--- src/rtl/ddc_decim4_fir.sv ---
// ddc_decim4_fir: 40-tap real FIR with decimate-by-4 on a single time-shared MAC.
// Samples go into a circular delay line (TAPS+DECIM deep). Every DECIM-th valid
// sample starts one TAPS-cycle MAC pass. The result is rounded, shifted and
// saturated, then presented as a one-cycle strobe TAPS+4 clocks after the trigger.
// Coefficients sit in a RAM that can be written at run time or bulk-cleared.
module ddc_decim4_fir #(
  parameter int TAPS      = 40,
  parameter int DECIM     = 4,
  parameter int DW        = 16,
  parameter int CW        = 16,
  parameter int OUT_SHIFT = 15
) (
  input  logic          clkin,
  input  logic          reset,
  input  logic [DW-1:0] din,
  input  logic          din_valid,
  input  logic [15:0]   coef_wr_addr,
  input  logic [CW-1:0] coef_wr_data,
  input  logic          coef_wr_en,
  input  logic          coef_clr,
  output logic [DW-1:0] dout,
  output logic          dout_valid,
  output logic          busy,
  output logic          overrun
);

  localparam int DEPTH = TAPS + DECIM;
  localparam int PW    = $clog2(DEPTH);
  localparam int CAW   = $clog2(TAPS);
  localparam int FW    = $clog2(TAPS + 1);
  localparam int SW    = $clog2(TAPS + 3);
  localparam int PHW   = (DECIM > 1) ? $clog2(DECIM) : 1;
  localparam int PRW   = DW + CW;
  localparam int AW    = PRW + 6;

  localparam logic [PW-1:0]  LAST_SLOT   = PW'(DEPTH - 1);
  localparam logic [PW-1:0]  DEPTH_P     = PW'(DEPTH);
  localparam logic [FW-1:0]  FILL_MAX    = FW'(TAPS);
  localparam logic [PHW-1:0] PHASE_LAST  = PHW'(DECIM - 1);
  localparam logic [SW-1:0]  STEP_RD_END = SW'(TAPS);
  localparam logic [SW-1:0]  STEP_LAST   = SW'(TAPS + 2);
  localparam logic [SW-1:0]  CLR_LAST    = SW'(TAPS - 1);
  localparam logic [CAW-1:0] K_LAST      = CAW'(TAPS - 1);
  localparam logic [15:0]    TAPS_A      = 16'(TAPS);

  localparam logic signed [AW-1:0] RND     = AW'(2 ** (OUT_SHIFT - 1));
  localparam logic signed [AW-1:0] SAT_MAX = AW'(2 ** (DW - 1) - 1);
  localparam logic signed [AW-1:0] SAT_MIN = AW'(-(2 ** (DW - 1)));

  typedef enum logic [1:0] {S_IDLE, S_MAC, S_OUT, S_CLEAR} state_t;

  state_t state;
  logic [SW-1:0]  step;
  logic           clr_pend;
  logic [PW-1:0]  base_ptr;
  logic [FW-1:0]  fill_snap;
  logic [DW-1:0]  res_reg;

  logic [PHW-1:0] phase;
  logic [PW-1:0]  wr_ptr;
  logic [FW-1:0]  fill;
  logic           trigger;

  logic signed [CW-1:0] coef_mem [TAPS];
  logic signed [DW-1:0] dl_mem [DEPTH];

  logic                 coef_we;
  logic [CAW-1:0]       coef_waddr;
  logic signed [CW-1:0] coef_wdata;

  logic [CAW-1:0]       rd_k;
  logic [PW-1:0]        rd_addr;
  logic                 rd_issue;
  logic signed [CW-1:0] coef_q;
  logic signed [DW-1:0] data_q;
  logic                 rd_vld;
  logic                 rd_live;
  logic signed [PRW-1:0] prod_reg;
  logic                 prod_vld;
  logic signed [AW-1:0] acc;
  logic signed [AW-1:0] acc_rnd;
  logic signed [AW-1:0] acc_sh;
  logic [DW-1:0]        sat_val;

  assign trigger = din_valid && (phase == PHASE_LAST);

  // Coefficient write port: CLEAR sweeps zeros and locks out host writes.
  always_comb begin
    coef_we    = 1'b0;
    coef_waddr = coef_wr_addr[CAW-1:0];
    coef_wdata = coef_wr_data;
    if (state == S_CLEAR) begin
      coef_we    = 1'b1;
      coef_waddr = CAW'(step);
      coef_wdata = '0;
    end else if (coef_wr_en && (coef_wr_addr < TAPS_A)) begin
      coef_we = 1'b1;
    end
  end

  // Coefficient RAM write.
  always_ff @(posedge clkin) begin
    if (coef_we) coef_mem[coef_waddr] <= coef_wdata;
  end

  // Taps are visited oldest first (k = TAPS-1 down to 0): with a sample
  // arriving every clock the oldest slots are the first to be recycled,
  // so reading them first keeps the window intact with only DECIM spare slots.
  always_comb begin
    rd_k     = K_LAST - CAW'(step);
    rd_issue = (state == S_MAC) && (step < STEP_RD_END);
    if (base_ptr >= PW'(rd_k)) rd_addr = base_ptr - PW'(rd_k);
    else                       rd_addr = base_ptr + DEPTH_P - PW'(rd_k);
  end

  // Coefficient RAM registered read.
  always_ff @(posedge clkin) begin
    coef_q <= coef_mem[rd_k];
  end

  // Delay-line write; a write during reset only lands in slot 0, which the
  // first post-reset sample overwrites before any tap can use it.
  always_ff @(posedge clkin) begin
    if (din_valid) dl_mem[wr_ptr] <= din;
  end

  // Delay-line registered read.
  always_ff @(posedge clkin) begin
    data_q <= dl_mem[rd_addr];
  end

  // Input-side bookkeeping: decimation phase, write pointer, fill level.
  always_ff @(posedge clkin or posedge reset) begin
    if (reset) begin
      phase  <= '0;
      wr_ptr <= '0;
      fill   <= '0;
    end else if (din_valid) begin
      phase  <= (phase == PHASE_LAST) ? '0 : phase + PHW'(1);
      wr_ptr <= (wr_ptr == LAST_SLOT) ? '0 : wr_ptr + PW'(1);
      if (fill != FILL_MAX) fill <= fill + FW'(1);
    end
  end

  // MAC pipeline: read -> product -> accumulate; taps older than the fill level count as 0.
  always_ff @(posedge clkin or posedge reset) begin
    if (reset) begin
      rd_vld   <= 1'b0;
      rd_live  <= 1'b0;
      prod_vld <= 1'b0;
      prod_reg <= '0;
      acc      <= '0;
    end else begin
      rd_vld   <= rd_issue;
      rd_live  <= rd_issue && (FW'(rd_k) < fill_snap);
      prod_vld <= rd_vld;
      if (rd_live) prod_reg <= coef_q * data_q;
      else         prod_reg <= '0;
      if ((state == S_IDLE) && trigger) acc <= '0;
      else if (prod_vld)                acc <= acc + AW'(prod_reg);
    end
  end

  // Round half up, arithmetic shift, then clamp to the output range.
  always_comb begin
    acc_rnd = acc + RND;
    acc_sh  = acc_rnd >>> OUT_SHIFT;
    if (acc_sh > SAT_MAX)      sat_val = {1'b0, {(DW-1){1'b1}}};
    else if (acc_sh < SAT_MIN) sat_val = {1'b1, {(DW-1){1'b0}}};
    else                       sat_val = acc_sh[DW-1:0];
  end

  // Control FSM with registered outputs: IDLE, MAC pass, output strobe, coefficient clear.
  always_ff @(posedge clkin or posedge reset) begin
    if (reset) begin
      state      <= S_IDLE;
      step       <= '0;
      clr_pend   <= 1'b0;
      base_ptr   <= '0;
      fill_snap  <= '0;
      res_reg    <= '0;
      dout       <= '0;
      dout_valid <= 1'b0;
      busy       <= 1'b0;
      overrun    <= 1'b0;
    end else begin
      dout_valid <= 1'b0;
      if (coef_clr) clr_pend <= 1'b1;
      if (trigger && (state != S_IDLE)) overrun <= 1'b1;
      case (state)
        S_IDLE: begin
          if (trigger) begin
            state     <= S_MAC;
            step      <= '0;
            base_ptr  <= wr_ptr;
            fill_snap <= (fill == FILL_MAX) ? fill : fill + FW'(1);
            busy      <= 1'b1;
          end else if (clr_pend) begin
            state    <= S_CLEAR;
            step     <= '0;
            clr_pend <= coef_clr;
            busy     <= 1'b1;
          end
        end
        S_MAC: begin
          if (step == STEP_LAST) begin
            state   <= S_OUT;
            res_reg <= sat_val;
            busy    <= 1'b0;
          end else begin
            step <= step + SW'(1);
          end
        end
        S_OUT: begin
          dout       <= res_reg;
          dout_valid <= 1'b1;
          state      <= S_IDLE;
        end
        S_CLEAR: begin
          if (step == CLR_LAST) begin
            state <= S_IDLE;
            busy  <= 1'b0;
          end else begin
            step <= step + SW'(1);
          end
        end
        default: state <= S_IDLE;
      endcase
    end
  end

endmodule

--- config.mk ---
export PLATFORM = sky130hd
export DESIGN_NAME = ddc_decim4_fir
export DESIGN_NICKNAME = d
export VERILOG_FILES = /design/src/rtl/ddc_decim4_fir.sv
export SDC_FILE = /design/constraint.sdc
export NUM_CORES = 2
export LEC_CHECK = 0
export CORE_MARGIN = 3
export CORE_UTILIZATION = 30
export CTS_CLUSTER_DIAMETER = 200
export DETAILED_ROUTE_END_ITERATION = 12
export DONT_BUFFER_PORTS = 1
export SYNTH_ARGS = -nofsm -noshare
export SYNTH_HDL_FRONTEND = slang
export SYNTH_SLANG_ARGS = --single-unit
--- constraint.sdc ---
create_clock -name clkin -period 7.8 [get_ports clkin]
set_input_delay 1.17 -clock clkin [delete_from_list [all_inputs] [get_ports clkin]]
set_output_delay 1.17 -clock clkin [all_outputs]
set_load 0.02 [all_outputs]
# --- Yosys cells after proc, flatten, opt, wreduce, memory -nomap -nowiden ---
# Memories as Yosys holds them, arrays and structs flattened. A register that Yosys moved wholly into a read port is not among the register bits.
# Cells that the tools add are included.
op_classes:
  multipliers: 1
  add_sub_neg: 10
  eq_ne: 14
  n_lt_le_gt_ge: 6
  muxes: 37
  reduce_logical: 16
ops:
  columns: ["op", "n"]
  rows:
  - ["2-to-1 mux 38 bit", 2]
  - ["2-to-1 mux 16 bit", 3]
  - ["2-to-1 mux 6 bit", 8]
  - ["adder 38 x 16 -> 38 bit (second input constant)", 1]
  - ["adder 38 x 32 -> 38 bit", 1]
  - ["multiplier 16 x 16 -> 32 bit", 1]
  - ["2-to-1 mux 32 bit", 1]
  - ["equality test 6 bit (second input constant)", 4]
  - ["> comparator 23 x 16 -> 1 bit (second input constant)", 1]
  - ["< comparator 23 x 16 -> 1 bit (second input constant)", 1]
  - ["adder 6 x 1 -> 6 bit (second input constant)", 3]
  - ["case mux 6 bit (3 select lines)", 1]
  - ["< comparator 16 x 6 -> 1 bit (second input constant)", 1]
  - ["2-to-1 mux 1 bit", 15]
  - ["subtractor 6 bit", 2]
  - ["2-to-1 mux 2 bit", 5]
  - ["case mux 2 bit (4 select lines)", 1]
  - ["AND reduction 4 bit", 2]
  - ["adder 6 bit (second input constant)", 1]
  - ["equality test 2 bit (second input constant)", 3]
  - [">= comparator 6 bit", 1]
  - ["logical AND 1 bit", 6]
  - ["< comparator 6 bit", 1]
  - ["< comparator 6 bit (second input constant)", 1]
  - ["other kinds (13)", 18]
totals:
  ram_bits: 1344
  memories: 2
  out_inout_bits: 19
  input_bits: 53
  register_bits: 143
  word_cells: 104
memory_table:
  columns: ["name", "depth", "word_bits", "rd", "rd_clocked_by_memory_dff", "wr", "line_no", "source"]
  rows:
  - ["dl_mem", 44, 16, 1, 1, 1, "65", "logic signed [DW-1:0] dl_mem [DEPTH];"]
  - ["coef_mem", 40, 16, 1, 1, 1, "64", "logic signed [CW-1:0] coef_mem [TAPS];"]

# --- Longest topological paths before layout ---
logic_depth:
  word_depth: 6
  depth_mapped: 24
  depth_no_buf: 23

# --- Worst setup path before layout ---
# No wires, ideal clock.
synth_path:
  path_kind: "register to register"
  from: "register coef_q[11], read port of coef_mem"
  to: "register prod_reg[31]"
  slack_ns: 1.509
  required_ns: 7.668
  stages_incl_launch_ff: 22
  synth_period_minus_slack_ns: 6.291
  setup_ns: 0.132
  arrival_time_ns: 6.159
  n_path_buf: 1
  cell_sequence: "dfxtp_1 -> clkbuf_1 -> nand2_1 -> fa_1 -> fa_1 -> fa_1 -> inv_1 -> fa_1 -> fa_1 -> inv_1 -> fa_1 -> inv_1 -> ha_1 -> and3_1 -> or3b_2 -> a21o_1 -> a31o_2 -> a211oi_1 -> nor4_1 -> o41ai_1 -> xnor2_1 -> nor2_1"
synth_between:
  elab_chain_len: 2
synth_lines:
  columns: ["element", "line_no", "source"]
  rows:
  - ["start, declared", "74", "logic signed [CW-1:0] coef_q;"]
  - ["multiplier 16 x 16 -> 32 bit", "157", "if (rd_live) prod_reg <= coef_q * data_q;"]
  - ["2-to-1 mux 32 bit", "157", null]
  - ["end signal, assigned", "157", null]
  - ["end, declared", "78", "logic signed [PRW-1:0] prod_reg;"]
# Every way passes these cells.
# A chain may end at the register's enable or synchronous reset.

# --- Worst setup path after layout ---
layout_path:
  from: "register data_q[1], read port of dl_mem"
  to: "register prod_reg[31]"
layout_between:
  elab_chain_len: 2
layout_lines:
  columns: ["element", "line_no", "source"]
  rows:
  - ["start, declared", "75", "logic signed [DW-1:0] data_q;"]
  - ["multiplier 16 x 16 -> 32 bit", "157", null]
  - ["2-to-1 mux 32 bit", "157", null]
# Every way passes these cells.

==> impl_results.md <==
* Root Driver: clkbuf_16
* Biggest regs: dl_mem: 704 flops, coef_mem: 640 flops, acc: 38 flops
* Gate Count Post-Synth at 4763
* Initial antenna violation count at 6
* Syn Std Cell Area at a little over 0.07 mm2
* Cts hold-fix bufs at 0
* Arrival time worst endpoint at roughly 7.5 ns
* Die width at 492.9 um
* First-pass GRT wire length at 260300 um
* Cell repeated most along the worst path: fa_1
* Avg WL per Cell at roughly 21 um
* Critical Path RT at approximately 8.5 ns
* Fmax at 0.1460 GHz
* Area of placed instances at 0.07518 mm2
* Worst Tran Pin Value at 1.137 ns
* Ports at 72
* Hold Fails Final Rpt at 0
* Share of cells above drive strength 1 at 0.1358
* DRT Pass-1 Iters at 5
* Setup_tns at 0 ns
* Cts repair resizes at 0
* Register area share after synthesis at 0.6269
* Endpoint class of the critical path: flip-flop
* R2r startpoint: data_q[1]
* Height of the die at 492.9 um
* Family with the most delay on the worst path: adder cells
* CP peak stage delay at 0.68 ns
* Warning count from the yosys run at 0
* Seq cells post-synth at roughly 1500
* Startpoint types: flip-flop
* Headroom to the max-slew limit at 0.2403
* Starting Density at 0.3021
* Commonest cells post-synth: 1344 x edfxtp_1, 584 x nand2_1, 336 x inv_1, 267 x fa_1, 246 x mux4_2
* GP Congestion at ~0.84
* Vias at 39830
* Count leader, synth: edfxtp_1
* Max FFs per register at between 700 and 800
* Total core area at 0.2354 mm2
* Crit path from: data_q[1]
* Crit-path cells: nand2_1 -> inv_1 -> fa_1 -> inv_1 -> fa_1 -> fa_1 -> inv_1 -> fa_1 -> fa_1 -> inv_1 -> fa_1 -> inv_1 -> ha_1 -> nand3_1 -> or3b_2 -> a21o_1 -> a31o_2 -> a211oi_1 -> nor4_1 -> o41ai_1 -> xnor2_1 -> nor2_1
* Worst Reg-to-Reg Cells at 22
* Worst setup path category: reg -> reg
* Vias in the first global route at about 40000
* Vias/cell at 4.916
* Layout net count at 5285
* Max-cap violation count at 0
* Min Clock Period, post-route at 6.850 ns
* Number of synthesized flops with an enable pin at 1344
* RR Endpoint: prod_reg[31]
* Yosys top cell by area: edfxtp_1
* Iter 0 DRT Violations at roughly 3600
* Clock Pin Slew Worst Setup and Hold Paths at roughly 0.06 ns
* FF-to-FF setup slack at ~0.95 ns
* GRT Overall Usage at 0.1397
* Mean Syn Cell Area at 14.93 um2
* Maximum root-to-sink buffer count at 3
* Largest reg by FF count: dl_mem
* Layout fillers at 22560
* Clock Latency Late Sink at 0.80 ns
* Sink Count at about 1500
* Register area at 0.04459 mm2
* Worst path bufs/invs at 5
* Area of the multi-input gates at 0.02425 mm2
* Final Skew at 0.04971 ns
* Total CTS buffers at 154
* Min-Delay Path Class: reg -> reg
* Async set-reset flop share out of synthesis at 0.09414
* DPL Wire Length at 107000 um
* Post-CTS Setup Inserts at 0
* Die Area at 0.2429 mm2
* Setup-failing EPs final at 0
* Largest net degree at the start of global routing at 91
* CTS tree: built
* # DRC at 0
* Predominant post-synthesis flop cell: edfxtp_1
* RSZ-0062 raised after global routing: false
* Total Routed Length at 171400 um
* Final Max Tran Viols at 0
* Post-Route Utilization at 0.3414
* Worst setup endpoint: prod_reg[31]
* H-tree levels at 4
* Rows at 178
* Grt ovf at 0
* # port buffers at 0
* P&R area growth vs syn at 13.01%
* Top post-synthesis cells by area: edfxtp_1 57%, mux4_2 7.8%, fa_1 7.5%
* Crit-path max FO at 16
* Synth top area share at 0.5675
* Crit. path cell count at 22
* Detail Route Antenna Nets at 0
* Mapped Nets at 5228
* Distinct cells, synth at 74
* Period Utilization, post-route at 0.8782
* Finished Cell Area at 0.08036 mm2
* Slowest CP cell: dfxtp_1
* Status: completed
final cells by class:
class | instances | area share
antenna | 4 | 0.0001246
clock buffer | 183 | 0.05009
clock inverter | 101 | 0.01425
inverter | 339 | 0.01591
multi-input combinational | 2663 | 0.3018
sequential | 1519 | 0.5548
tap | 3150 | 0.04904
timing repair buffer | 143 | 0.01398
kinds of logic (layout without fill, tap and decap cells):
kind of cell / count (synthesis) / after routing / share of synthesized area
mux: 367 / 367 / 0.09534
flops: 1519 / 1519 / 0.6269
buf+inv: 581 / 766 / 0.03299
fa+ha+maj: 412 / 412 / 0.1007
simple gates: 1227 / 1227 / 0.07967
other cells: 0 / 4 / 0
compound gates: 560 / 560 / 0.05252
xor+xnor: 97 / 97 / 0.01195
worst min-delay path by stage:
stage                       from  endpoint  cells after the start
final                     rd_vld  prod_vld                      0
after global routing      rd_vld  prod_vld                      0
after CTS                 rd_vld  prod_vld                      0
after detailed placement  rd_vld  prod_vld                      0
after global placement    rd_vld  prod_vld                      0
after floorplan           rd_vld  prod_vld                      0
metrics by stage:
stage                     instances  setup WS, ns  hold WS (ns)
final                          8102        0.9504        0.3395
after global routing           8099        0.5045        0.3566
after CTS                      8098        0.9455        0.3299
after detailed placement       7814        0.9518        0.3346
after global placement         7814         1.065        0.3328
after floorplan                4763         1.509        0.3312
cell usage in the layout (no fill, tap or decap), types with 16 or more instances in the layout:
master / count
a211oi_1: 70
nand2_1: 584
xnor2_1: 65
clkinv_1: 37
edfxtp_1: 1344
dfxtp_1: 32
inv_1: 335
a21oi_1: 101
nor2_1: 201
o22ai_1: 37
buf_4: 139
clkbuf_1: 25
a31oi_1: 92
clkbuf_16: 156
clkinv_2: 28
nand3_1: 67
ha_1: 144
o21ai_0: 82
xor2_1: 31
or4_1: 16
a21o_1: 44
dfrtp_1: 139
a32oi_1: 45
fa_1: 266
mux4_2: 246
mux2i_1: 98
nor3_1: 23
and3_1: 90
mux2_2: 23
and2_1: 154
per-layer routing:
metal | vias to the layer above | part of all wire | track usage
met1 | 20740 | 0.41 | 0.1816
li1 | 17630 | - | -
met4 | 4 | 0.034 | 0.05024
met2 | 1170 | 0.50 | 0.2378
met5 | - | 0.00020 | 0
met3 | 295 | 0.055 | 0.02036
Power is not shown: default switching activity piles up to over one toggle a cycle in this logic, so the estimate is an artifact.
